--- src/rtl/ucsbece154b_dual_issue_queue.sv ---
// Dual-issue instruction queue between I-fetch and decode.
// Accepts up to two in-order instructions per cycle and presents the two oldest entries to decode.
module ucsbece154b_dual_issue_queue #(
  parameter int DEPTH = 8,
  parameter int AW    = 3
) (
  input  logic          clk,
  input  logic          reset,
  input  logic          FetchValid0_i,
  input  logic          FetchValid1_i,
  input  logic [31:0]   FetchInstr0_i,
  input  logic [31:0]   FetchPC0_i,
  input  logic [31:0]   FetchInstr1_i,
  input  logic [31:0]   FetchPC1_i,
  output logic          FetchReady_o,
  output logic [31:0]   InstrD1_o,
  output logic [31:0]   PCD1_o,
  output logic          ValidD1_o,
  output logic [31:0]   InstrD2_o,
  output logic [31:0]   PCD2_o,
  output logic          ValidD2_o,
  input  logic          StallD_i,
  input  logic          Issue2_i,
  input  logic          Flush_i,
  output logic [AW:0]   Count_o
);

  localparam logic [31:0] NOP     = 32'h00000013;
  localparam logic [AW:0] DEPTH_C = (AW+1)'(DEPTH);
  localparam logic [AW:0] TWO_C   = (AW+1)'(2);

  logic [31:0]   r_instr [DEPTH];
  logic [31:0]   r_pc    [DEPTH];
  logic [AW-1:0] r_head;
  logic [AW-1:0] r_tail;
  logic [AW:0]   r_count;

  logic [AW-1:0] w_head1;
  logic [AW-1:0] w_tail1;
  logic          w_valid1;
  logic          w_valid2;
  logic          w_ready;
  logic [1:0]    w_pop;
  logic [1:0]    w_push;

  assign w_head1  = r_head + AW'(1);
  assign w_tail1  = r_tail + AW'(1);
  assign w_valid1 = (r_count != '0);
  assign w_valid2 = (r_count >= TWO_C);
  // Ready looks only at registered occupancy so decode never feeds back into fetch combinationally.
  assign w_ready  = ((DEPTH_C - r_count) >= TWO_C);

  always_comb begin
    w_pop = 2'd0;
    if (!StallD_i && w_valid1) begin
      w_pop = (Issue2_i && w_valid2) ? 2'd2 : 2'd1;
    end
  end

  always_comb begin
    w_push = 2'd0;
    if (w_ready && FetchValid0_i) begin
      w_push = FetchValid1_i ? 2'd2 : 2'd1;
    end
  end

  always_ff @(posedge clk or posedge reset) begin
    if (reset) begin
      r_head  <= '0;
      r_tail  <= '0;
      r_count <= '0;
    end else if (Flush_i) begin
      r_head  <= '0;
      r_tail  <= '0;
      r_count <= '0;
    end else begin
      r_head  <= r_head + AW'(w_pop);
      r_tail  <= r_tail + AW'(w_push);
      r_count <= r_count + (AW+1)'(w_push) - (AW+1)'(w_pop);
    end
  end

  // Entry storage needs no reset: validity comes from r_count alone.
  always_ff @(posedge clk) begin
    if (!Flush_i) begin
      if (w_push != 2'd0) begin
        r_instr[r_tail] <= FetchInstr0_i;
        r_pc[r_tail]    <= FetchPC0_i;
      end
      if (w_push == 2'd2) begin
        r_instr[w_tail1] <= FetchInstr1_i;
        r_pc[w_tail1]    <= FetchPC1_i;
      end
    end
  end

  always_comb begin
    InstrD1_o = NOP;
    PCD1_o    = '0;
    InstrD2_o = NOP;
    PCD2_o    = '0;
    if (w_valid1) begin
      InstrD1_o = r_instr[r_head];
      PCD1_o    = r_pc[r_head];
    end
    if (w_valid2) begin
      InstrD2_o = r_instr[w_head1];
      PCD2_o    = r_pc[w_head1];
    end
  end

  assign ValidD1_o    = w_valid1;
  assign ValidD2_o    = w_valid2;
  assign FetchReady_o = w_ready;
  assign Count_o      = r_count;

endmodule

--- config.mk ---
export PLATFORM = sky130hd
export DESIGN_NAME = ucsbece154b_dual_issue_queue
export DESIGN_NICKNAME = d
export VERILOG_FILES = /design/src/rtl/ucsbece154b_dual_issue_queue.sv
export SDC_FILE = /design/constraint.sdc
export NUM_CORES = 1
export LEC_CHECK = 0
export ABC_AREA = 1
export BUFFER_PORTS_ARGS = -buffer_cell sky130_fd_sc_hd__buf_4
export CELL_PAD_IN_SITES_DETAIL_PLACEMENT = 1
export CELL_PAD_IN_SITES_GLOBAL_PLACEMENT = 1
export CORE_MARGIN = 5
export CORE_UTILIZATION = 40
export DETAILED_ROUTE_END_ITERATION = 8
export PLACE_DENSITY_LB_ADDON = 0.2
export SYNTH_ARGS = -nofsm -noshare
export SYNTH_HDL_FRONTEND = slang
export SYNTH_SLANG_ARGS = --single-unit
--- constraint.sdc ---
create_clock -name clk -period 6.3 [get_ports clk]
set_clock_uncertainty 0.05 [all_clocks]
set_input_delay 0 -clock clk [delete_from_list [all_inputs] [get_ports clk]]
set_output_delay 0 -clock clk [all_outputs]
set_load 0.03 [all_outputs]
==> results of run 1 <==
worst min path at each step:
stage                 endpoint  slack [ps]
detailed placement  Count_o[1]          70
CTS                  r_head[1]         110
global route        Count_o[0]         180
finish              Count_o[0]         140
floorplan           Count_o[0]        -210
global placement    Count_o[1]          70
cells in the final DEF, fill, tap and decap left out, types with 5 or more instances in the layout:
master,synthesis,layout
nor2_1,692,692
dlygate4sd3_1,0,198
clkinv_1,1,16
a31oi_1,59,59
o21bai_1,512,512
ha_1,12,11
inv_6,0,6
clkbuf_1,172,22
nand3_1,604,600
o21ai_1,82,82
inv_1,153,152
nand2_1,671,666
buf_12,0,6
nand2_4,0,5
o21ai_4,0,8
dfrtp_1,10,7
buf_4,34,332
a21oi_1,198,198
clkbuf_16,0,70
clkinv_2,0,15
o221ai_1,61,61
o21ai_0,435,427
edfxtp_1,512,512
cell usage after synthesis, types with 2 or more instances:
master,count,share of area
nor2_1,692,0.073
nand2_1,671,0.071
nand3_1,604,0.085
edfxtp_1,512,0.43
o21bai_1,512,0.11
o21ai_0,435,0.062
buf_2,247,0.035
a21oi_1,198,0.028
clkbuf_1,172,0.018
inv_1,153,0.016
o21ai_1,82,0.012
o221ai_1,61,0.015
a31oi_1,59,0.010
buf_1,36,0.0038
buf_4,34,0.0072
inv_2,13,0.0014
ha_1,12,0.0042
dfrtp_1,10,0.0071
fa_1,4,0.0023
o22ai_1,4,0.00071
buf_6,3,0.00095
xnor2_1,3,0.00074
nand3_2,2,0.00057
o221a_2,2,0.00064
layout make-up:
cell class | instances | area, sq um | area share
Sequential cell | 522 | 15600 | 0.377
Multi-Input combinational cell | 3345 | 17000 | 0.411
Clock buffer | 92 | 1830 | 0.0442
Tap cell | 1165 | 1460 | 0.0352
Antenna cell | 3 | 7.51 | 0.000181
Clock inverter | 30 | 236 | 0.00570
Timing Repair Buffer | 536 | 4590 | 0.111
Inverter | 167 | 658 | 0.0159
metrics by stage:
step	hold slack, ps	cell area (sq um)	setup TNS [ps]	power, mW	std cells
after global placement	67.3	37400	0	15.6	5537
after floorplan	-210	35400	-295090	11.3	4526
final	136	41500	0	19.7	5860
after detailed placement	72.2	37400	0	15.6	5537
after global routing	175	41500	0	20.5	5858
after CTS	113	41500	0	19.6	5857
where the power goes:
part	internal (mW)	leakage [nW]	total, mW	switching, mW
clock network	2.17	0.997	3.81	1.64
logic	3.04	9.85	11.4	8.38
registers	4.19	4.76	4.44	0.255
kinds of logic after synthesis:
| group | synth area share |
|---|---|
| AO/OA/AOI/OAI | 0.237 |
| XOR/XNOR | 0.00145 |
| adder cells (fa/ha/maj) | 0.00650 |
| buffers and inverters | 0.0829 |
| flip-flops | 0.441 |
| AND/OR/NAND/NOR | 0.231 |
registers in the layout, indices dropped and copies added, names as in the netlist:
| signal | flops |
|---|---|
| r_instr | 256 |
| r_pc | 256 |
| Count_o | 4 |
| r_head | 3 |
| r_tail | 3 |
per-layer routing:
metal,part of all wire,GRT usage
met4,0.030,0.0927
met1,0.41,0.421
met5,0.00022,0
met2,0.48,0.535
met3,0.074,0.0362
worst register-to-register path: stages (launching register included):
cell and delay (ps):
dfrtp_1 410, inv_1 120, ha_1 300, nor2_1 100, nand2_1 60, nor2_1 110
nand3_2 200, nand4_1 720, buf_4 660, buf_4 930, o21bai_1 210, nand2_1 100
dlygate4sd3_1 570
timing repair:
| item | CTS | global route |
|---|---|---|
| endpoints found under the setup margin | 0 | 0 |
| hold buffers | 198 | 0 |
| endpoints found under the hold margin | 532 | 0 |
| buffers inserted | 0 | 0 |
==> qor.yml, run 1 <==
status: "completed"
path_cells: "inv_1 > ha_1 > nor2_1 > nand2_1 > nor2_1 > nand3_2 > nand4_1 > buf_4 > buf_4 > o21bai_1 > nand2_1 > dlygate4sd3_1"
vias_per_cell: 6.16
hp-class: "in2reg"
dieWidth_um: 307
vias: 36070
ant_nets: 0
tightest_slew_ps: 1280
finalCritPeriodShare: 0.739
syn_inst: 4526
clk_latency_ps: 630
grtUsageTotal: 0.313
cts_tree: "built"
clkTransAtPathRegs_ps: 60
grt_pass1_wl_um: 231000
ios: 270
cp.arrival_ps: 5100
synth.yosys.warnings: 0
vdd_drop_max_uv: 449
slowest_delay_ps: 890
port_buffers: 269
avgSynthCellArea_sq_um: 7.82
drv_cap: 0
drc: 0
synth_fp_nets: 4677
nets: 4791
synth_async_sr_flop_share: 0.0192
endpoint: "r_instr[2][19]"
rows: 109
die_h_um: 307
cts_buffers: 68
core_area_sq_um: 88100
grt_pass1_vias: 36469
drt_iter0_markers: 3720
wl_um: 154000
ys_seq_area_frac: 0.441
h-tree-depth: 3
power.density_nw_per_um2: 474
crit_start: "Count_o[1]"
grt_max_degree: 156
cts_sinks: 522
cp.buffers_inverters: 4
utilization: 0.471
worst_r2r_endpoint: "r_instr[2][19]"
r2r_slack_ps: 1650
whs_path_depth: 7
drv_slew: 0
rsz0062_at_grt: "no"
cp.depth: 12
crit_slowest_cell: "buf_4"
crit_required_ps: 6740
post_drt_wl_per_cell_um: 26.3
hold_violations: 0
start_util: 0.402
regToRegStartpoint: "Count_o[1]"
hold_start: "Issue2_i"
grt_overflow_total: 0
synth_edf_count: 512
drive_gt1_frac: 0.0991
dp_slack_ps: 2210
startpoint_type: "flop"
fin_ws_ps: 1650
antenna_found_initial: 6
clockRootBuffer: "clkbuf_16"
gp_congestion: 0.826
max-clock-path-buffers: 3
fp.dieArea_sq_um: 94500
worstSetupEndpointType: "flop"
clock.fmax_mhz: 215
fill_cells: 10592
leakage_nw: 15.6
min_period_ps: 4650
setup_violations: 0
slew_headroom: 0.148
cp_max_fo: 93
yosys_most_used_dff: "edfxtp_1"
crit_type: "reg2reg"
ys_seq_elements: 522
first_pass_iters: 6
rr_worst_depth: 12
synthesis.area_sq_um: 35400
synth_cell_types: 29
path_delay_family: "buffers and inverters"
cts_resized: 0
synthToLayoutAreaGrowth_pct: 17.1
place_hpwl_um: 86800
No activity file was read; power rests on OpenSTA's default activity.
==> run 2, diff against run 1 <==
ABC_AREA = 0   (was 1)
clock period = 3.9 ns   (was 6.3 ns; I/O delays follow)
==> run 2 against run 1 <==
Against the previous run:
- highest routed layer unchanged
- cell count fell by 43%
- count of clock-buffer cells in the layout fell by 10
- global-route usage fell by 7.4 points
- cell area fell by 9.5%
==> qor.yml, run 2 <==
startpoint_type: "flop"  # unchanged
fin_tns_setup_ps: 0  # unchanged
internal-power_mw: 15.2  # was 9.40 mW
place_area_sq_um: 33800  # was 37400 sq um
status: "completed"  # unchanged
synth_async_sr_flop_share: 0.0192  # unchanged
grt_max_degree: 130  # was 156
holdBufCountCts: 200  # was 198
crit_start: "r_tail[0]"  # was Count_o[1]
die_h_um: 286  # was 307 um
yosys-top-cells-count: "edfxtp_1 (512), mux2_2 (480), mux4_2 (256)"  # was nor2_1 (692), nand2_1 (671), nand3_1 (604)
place_hpwl_um: 56400  # was 86800 um
synthesis.area_sq_um: 30500  # was 35400 sq um
regArea_sq_um: 15600  # unchanged
grt_pass1_vias: 21959  # was 36469
synth_edf_count: 512  # unchanged
drv_slew: 0  # unchanged
grtUsageTotal: 0.239  # was 0.313
ys_seq_elements: 522  # unchanged
yosysMostFrequentCell: "edfxtp_1"  # was nor2_1
fin_cells: 3342  # was 5860
cts_buffers: 59  # was 68
cts_setup_buffers: 0  # unchanged
crit_required_ps: 4220  # was 6740 ps
grt_pass1_wl_um: 147000  # was 231000 um
clock.fmax_mhz: 270  # was 215 MHz
synth_fp_nets: 2016  # was 4677
setup_violations: 0  # unchanged
stdcell_area_sq_um: 37500  # was 41500 sq um
hp-class: "in2reg"  # unchanged
rsz0062_at_grt: "no"  # unchanged
slew_headroom: 0.286  # was 0.148
finalCritPeriodShare: 0.948  # was 0.739
yosys-top-cells-area: "edfxtp_1 (50%), mux4_2 (19%), mux2_2 (18%), mux2i_1 (2.1%), nand2_1 (1.7%)"  # was edfxtp_1 (43%), o21bai_1 (11%), nand3_1 (8.5%), nor2_1 (7.3%), nand2_1 (7.1%)
endpoint: "r_pc[0][12]"  # was r_instr[2][19]
drv_cap: 0  # unchanged
r2r_slack_ps: 200  # was 1650 ps
cts_tree: "built"  # unchanged
ys_seq_area_frac: 0.512  # was 0.441
drt_iter0_markers: 1494  # was 3720
hold_violations: 0  # unchanged
cts_sinks: 522  # unchanged
h-tree-depth: 2  # was 3
final_cell_mix: "edfxtp_1 (512), mux2_2 (480), buf_4 (301)"  # was nor2_1 (692), nand2_1 (666), nand3_1 (600)
drive_gt1_frac: 0.493  # was 0.0991
vias: 19841  # was 36070
synth.yosys.warnings: 0  # unchanged
switching_share: 0.409  # was 0.522
fill_cells: 7271  # was 10592
nets: 2457  # was 4791
p_comb_frac: 0.529  # was 0.581
dp_slack_ps: 710  # was 2210 ps
cp_max_fo: 32  # was 93
fp.dieArea_sq_um: 81900  # was 94500 sq um
port_buffers: 269  # unchanged
leakage_nw: 12.5  # was 15.6 nW
rr_worst_depth: 6  # was 12
grt_overflow_total: 0  # unchanged
core_area_sq_um: 75800  # was 88100 sq um
wl_um: 99800  # was 154000 um
drc: 0  # unchanged
power.density_nw_per_um2: 683  # was 474 nW/um^2
fin_ws_ps: 203  # was 1650 ps
clk_latency_ps: 630  # about the same
place_inst: 3023  # was 5537
gp_congestion: 0.779  # was 0.826
start_util: 0.402  # about the same
ios: 270  # unchanged
synth_cell_types: 43  # was 29
post_drt_wl_per_cell_um: 29.8  # was 26.3 um
first_pass_iters: 5  # was 6
crit_type: "reg2reg"  # unchanged
max-clock-path-buffers: 3  # unchanged
antenna_found_initial: 6  # unchanged
worst_r2r_endpoint: "r_pc[0][12]"  # was r_instr[2][19]
synthToLayoutAreaGrowth_pct: 23.1  # was 17.1%
min_period_ps: 3700  # was 4650 ps
layout_commonest_cell: "edfxtp_1"  # was nor2_1
rows: 101  # was 109
tightest_slew_ps: 1070  # was 1280 ps
vias_per_cell: 5.94  # was 6.16
cts_resized: 0  # unchanged
yosys_most_used_dff: "edfxtp_1"  # unchanged
worstSetupEndpointType: "flop"  # unchanged
clockRootBuffer: "clkbuf_16"  # unchanged
multi_input_area_sq_um: 14100  # was 17000 sq um
syn_inst: 1865  # was 4526
regToRegStartpoint: "r_tail[0]"  # was Count_o[1]
ant_nets: 0  # unchanged
switchingPower_mw: 10.5  # was 10.3 mW
vdd_drop_max_uv: 759  # was 449 uV
clkTransAtPathRegs_ps: 70  # was 60 ps
cp.arrival_ps: 4020  # was 5100 ps
pwr-share-seq: 0.271  # was 0.226
avgSynthCellArea_sq_um: 16.4  # was 7.82 sq um
p_clk_frac: 0.200  # was 0.193
synth.largest_area_cell: "edfxtp_1"  # unchanged
dieWidth_um: 286  # was 307 um
synth_top_area_frac: 0.504  # was 0.434
## run 2: worst max-delay path, cell delays in order (launching register included)
cell and delay, ps:
dfrtp_1 480, ha_1 360, xnor2_1 680, nand3_4 580, buf_12 410, mux2_2 290
dlygate4sd3_1 560
## run 2: how the worst min path moves through the flow
stage	start	endpoint	slack (ps)	depth (start not counted)
5_1_grt	Issue2_i	Count_o[1]	110	6
3_5_place_dp	reset	Count_o[3]	8	2
2_1_floorplan	reset	Count_o[0]	-210	1
6_report	Issue2_i	Count_o[1]	80	6
4_1_cts	Issue2_i	Count_o[1]	50	6
3_3_place_gp	reset	Count_o[3]	6	2
## run 2: through the flow
stage	total power, mW	hold WS, ps	util
global placement	20.4	6.33	0.446
detailed placement	20.6	7.74	0.446
floorplan	15.8	-210	-
global route	26.9	114	0.495
finish	25.6	82.8	0.495
CTS	25.9	47.1	0.495
## run 2: cell type report
class	count	share of cell area
Sequential cell	522	0.417
Multi-Input combinational cell	1181	0.376
Timing Repair Buffer	525	0.126
Clock buffer	82	0.0422
Tap cell	978	0.0326
Clock inverter	28	0.00370
Inverter	17	0.00177
Antenna cell	9	0.000600
## run 2: power groups by stage
stage	clock (mW)	combinational (mW)	sequential, mW
floorplan	0	8.84	6.95
global placement	0	13.4	7.01
detailed placement	0	13.5	7.05
CTS	5.25	13.7	6.94
global route	5.50	14.4	6.98
finish	5.13	13.6	6.94
## run 2: cell families (layout without fill, tap and decap cells)
| group | Yosys count | after routing | synth area share |
|---|---|---|---|
| AO/OA/AOI/OAI | 78 | 78 | 0.0149 |
| multiplexers | 832 | 832 | 0.399 |
| adder cells (fa/ha/maj) | 16 | 16 | 0.00755 |
| AND/OR/NAND/NOR | 247 | 247 | 0.0354 |
| XOR/XNOR | 8 | 8 | 0.00230 |
| buffers and inverters | 162 | 652 | 0.0284 |
| flip-flops | 522 | 522 | 0.512 |
| other | 0 | 9 | 0 |
## run 2: per-layer routing
metal	GRT usage	routed length (um)
met2	0.425	51200
met5	0	13
met4	0.0462	1790
met3	0.0361	5070
met1	0.315	41700
==> run 3, diff against run 2 <==
CORE_ASPECT_RATIO = 1.1   (was not set)
==> run 3 against run 2 <==
Against the previous run:
- power up 2.3%
- critical path depth rose by 1
- first-iteration DRC count fell by 4.8%
- global-route usage up 0.30 points
- core utilization increased by 0.47 points
- register-to-register slack worse by 70 ps
- sequential cell count is the same
- critical path type unchanged
- critical endpoint is now r_pc[7][20]
- highest routed layer unchanged
==> qor.yml, run 3 (synthesis results as in run 2) <==
drv_cap: 0  # unchanged
cts_buffers: 59  # unchanged
slew_headroom: 0.331  # was 0.286
layout_commonest_cell: "edfxtp_1"  # unchanged
vias_per_cell: 5.88  # was 5.94
regToRegStartpoint: "r_tail[0]"  # unchanged
path_delay_family: "simple AND/OR/NAND/NOR gates"  # was buffers and inverters
hold_violations: 0  # unchanged
vdd_drop_max_uv: 591  # was 759 uV
place_inst: 3074  # was 3023
clock.fmax_mhz: 265  # was 270 MHz
stdcell_area_sq_um: 37900  # was 37500 sq um
die_h_um: 300  # was 286 um
vias: 19919  # was 19841
rr_worst_depth: 7  # was 6
status: "completed"  # unchanged
grt_overflow_total: 0  # unchanged
power.density_nw_per_um2: 692  # was 683 nW/um^2
post_drt_wl_per_cell_um: 29.9  # was 29.8 um
fin_hold_ws_ps: 90.1  # was 82.8 ps
leakage_nw: 12.6  # was 12.5 nW
h-tree-depth: 2  # unchanged
fill_cells: 7267  # was 7271
cp_max_fo: 28  # was 32
cp.buffers_inverters: 2  # unchanged
dieWidth_um: 273  # was 286 um
grtUsageTotal: 0.242  # was 0.239
startpoint_type: "flop"  # unchanged
port_buffers: 269  # unchanged
cts_tree: "built"  # unchanged
max-clock-path-buffers: 3  # unchanged
hp-class: "in2reg"  # unchanged
setup_violations: 0  # unchanged
clk_latency_ps: 620  # was 630 ps
wl_um: 101000  # was 99800 um
ios: 270  # unchanged
crit_slowest_cell: "nand3_4"  # was xnor2_1
worstSetupEndpointType: "flop"  # unchanged
crit_start: "r_tail[0]"  # unchanged
grt_max_degree: 138  # was 130
first_pass_iters: 5  # unchanged
start_util: 0.402  # about the same
cp.depth: 7  # was 6
finalCritPeriodShare: 0.967  # was 0.948
cts_sinks: 522  # unchanged
clkTransAtPathRegs_ps: 70  # about the same
fin_ws_ps: 129  # was 203 ps
core_area_sq_um: 75900  # was 75800 sq um
antenna_found_initial: 10  # was 6
power_mw: 26.2  # was 25.6 mW
place_area_sq_um: 34000  # was 33800 sq um
crit_required_ps: 4210  # was 4220 ps
fin_cells: 3389  # was 3342
path_cells: "ha_1 > nand3b_1 > nor2_1 > nand3_4 > buf_12 > mux2_1 > dlygate4sd3_1"  # was ha_1 > xnor2_1 > nand3_4 > buf_12 > mux2_2 > dlygate4sd3_1
min_period_ps: 3770  # was 3700 ps
hold_start: "Issue2_i"  # unchanged
drc: 0  # unchanged
synthToLayoutAreaGrowth_pct: 24.3  # was 23.1%
drv_slew: 0  # unchanged
gp_congestion: 0.778  # was 0.779
rsz0062_at_grt: "no"  # unchanged
tightest_slew_ps: 1000  # was 1070 ps
slowest_delay_ps: 620  # was 680 ps
rows: 106  # was 101
drive_gt1_frac: 0.499  # was 0.493
final_cell_mix: "edfxtp_1 (512), mux2_2 (480), buf_4 (295)"  # was edfxtp_1 (512), mux2_2 (480), buf_4 (301)
drt_iter0_markers: 1423  # was 1494
grt_pass1_vias: 22117  # was 21959
nets: 2460  # was 2457
clockRootBuffer: "clkbuf_16"  # unchanged
r2r_slack_ps: 130  # was 200 ps
endpoint: "r_pc[7][20]"  # was r_pc[0][12]
cp.arrival_ps: 4080  # was 4020 ps
dp_slack_ps: 636  # was 710 ps
ant_nets: 0  # unchanged
fp.dieArea_sq_um: 81900  # about the same
cts_setup_buffers: 0  # unchanged
worst_r2r_endpoint: "r_pc[7][20]"  # was r_pc[0][12]
grt_pass1_wl_um: 148000  # was 147000 um
place_hpwl_um: 58800  # was 56400 um
crit_type: "reg2reg"  # unchanged
==> run 3: cell count changes in the layout (fill, tap and decap cells not counted), moves of 2 or more <==
cell / before / now
clkbuf_1: 22 / 11
buf_12: 24 / 33
bufinv_16: 0 / 7
buf_4: 301 / 295
clkinv_1: 17 / 15
clkinv_2: 7 / 9
==> run 3: layer usage <==
| layer | track usage | vias up | share of wire | wire length [um] |
|---|---|---|---|---|
| li1 | - | 8466 | - | - |
| met5 | 0 | - | 0.00027 | 27 |
| met3 | 0.0368 | 168 | 0.055 | 5530 |
| met2 | 0.440 | 650 | 0.52 | 52800 |
| met1 | 0.303 | 10631 | 0.40 | 40300 |
| met4 | 0.0615 | 4 | 0.027 | 2710 |
==> run 3: what timing repair did <==
| item | in CTS | in global routing |
|---|---|---|
| endpoints found under the hold margin | 532 | 0 |
| setup endpoints to repair | 0 | 6 |
| hold buffers | 200 | 0 |
| gates resized for setup | 0 | 1 |
==> run 3: final cells by class <==
class / instances / area, sq um / share of cell area
Clock inverter: 36 / 359 / 0.00947
Tap cell: 1026 / 1280 / 0.0339
Multi-Input combinational cell: 1181 / 14100 / 0.373
Clock buffer: 71 / 1540 / 0.0407
Inverter: 17 / 66.3 / 0.00175
Timing Repair Buffer: 528 / 4880 / 0.129
Sequential cell: 522 / 15600 / 0.412
Antenna cell: 8 / 20.0 / 0.000528
==> run 3: worst min path at each step <==
| stage | endpoint | slack, ps | cells past startpoint |
|---|---|---|---|
| 2_1_floorplan | Count_o[0] | -210 | 1 |
| 3_3_place_gp | Count_o[1] | -30 | 2 |
| 3_5_place_dp | Count_o[1] | -20 | 2 |
| 4_1_cts | Count_o[0] | 50 | 6 |
| 5_1_grt | Count_o[0] | 130 | 6 |
| 6_report | Count_o[0] | 90 | 6 |
==> run 3: worst register-to-register path: stages, from the launching register on <==
cell and delay (ps):
dfrtp_1 470, ha_1 550, nand3b_1 140, nor2_1 320, nand3_4 620, buf_12 450, mux2_1 350, dlygate4sd3_1 570
==> run 3: power by group <==
part / internal (mW) / total (mW) / leakage [nW] / switching, mW
logic: 5.74 / 13.7 / 6.94 / 7.97
clock network: 3.26 / 5.59 / 0.922 / 2.33
registers: 6.68 / 6.92 / 4.76 / 0.235
total: 15.7 / 26.2 / 12.6 / 10.5
==> run 3: metrics by stage <==
stage	setup TNS (ps)	util
final	0	0.500
after global routing	0	0.500
after CTS	0	0.499
after detailed placement	0	0.448
after global placement	0	0.448
after floorplan	-89230	-
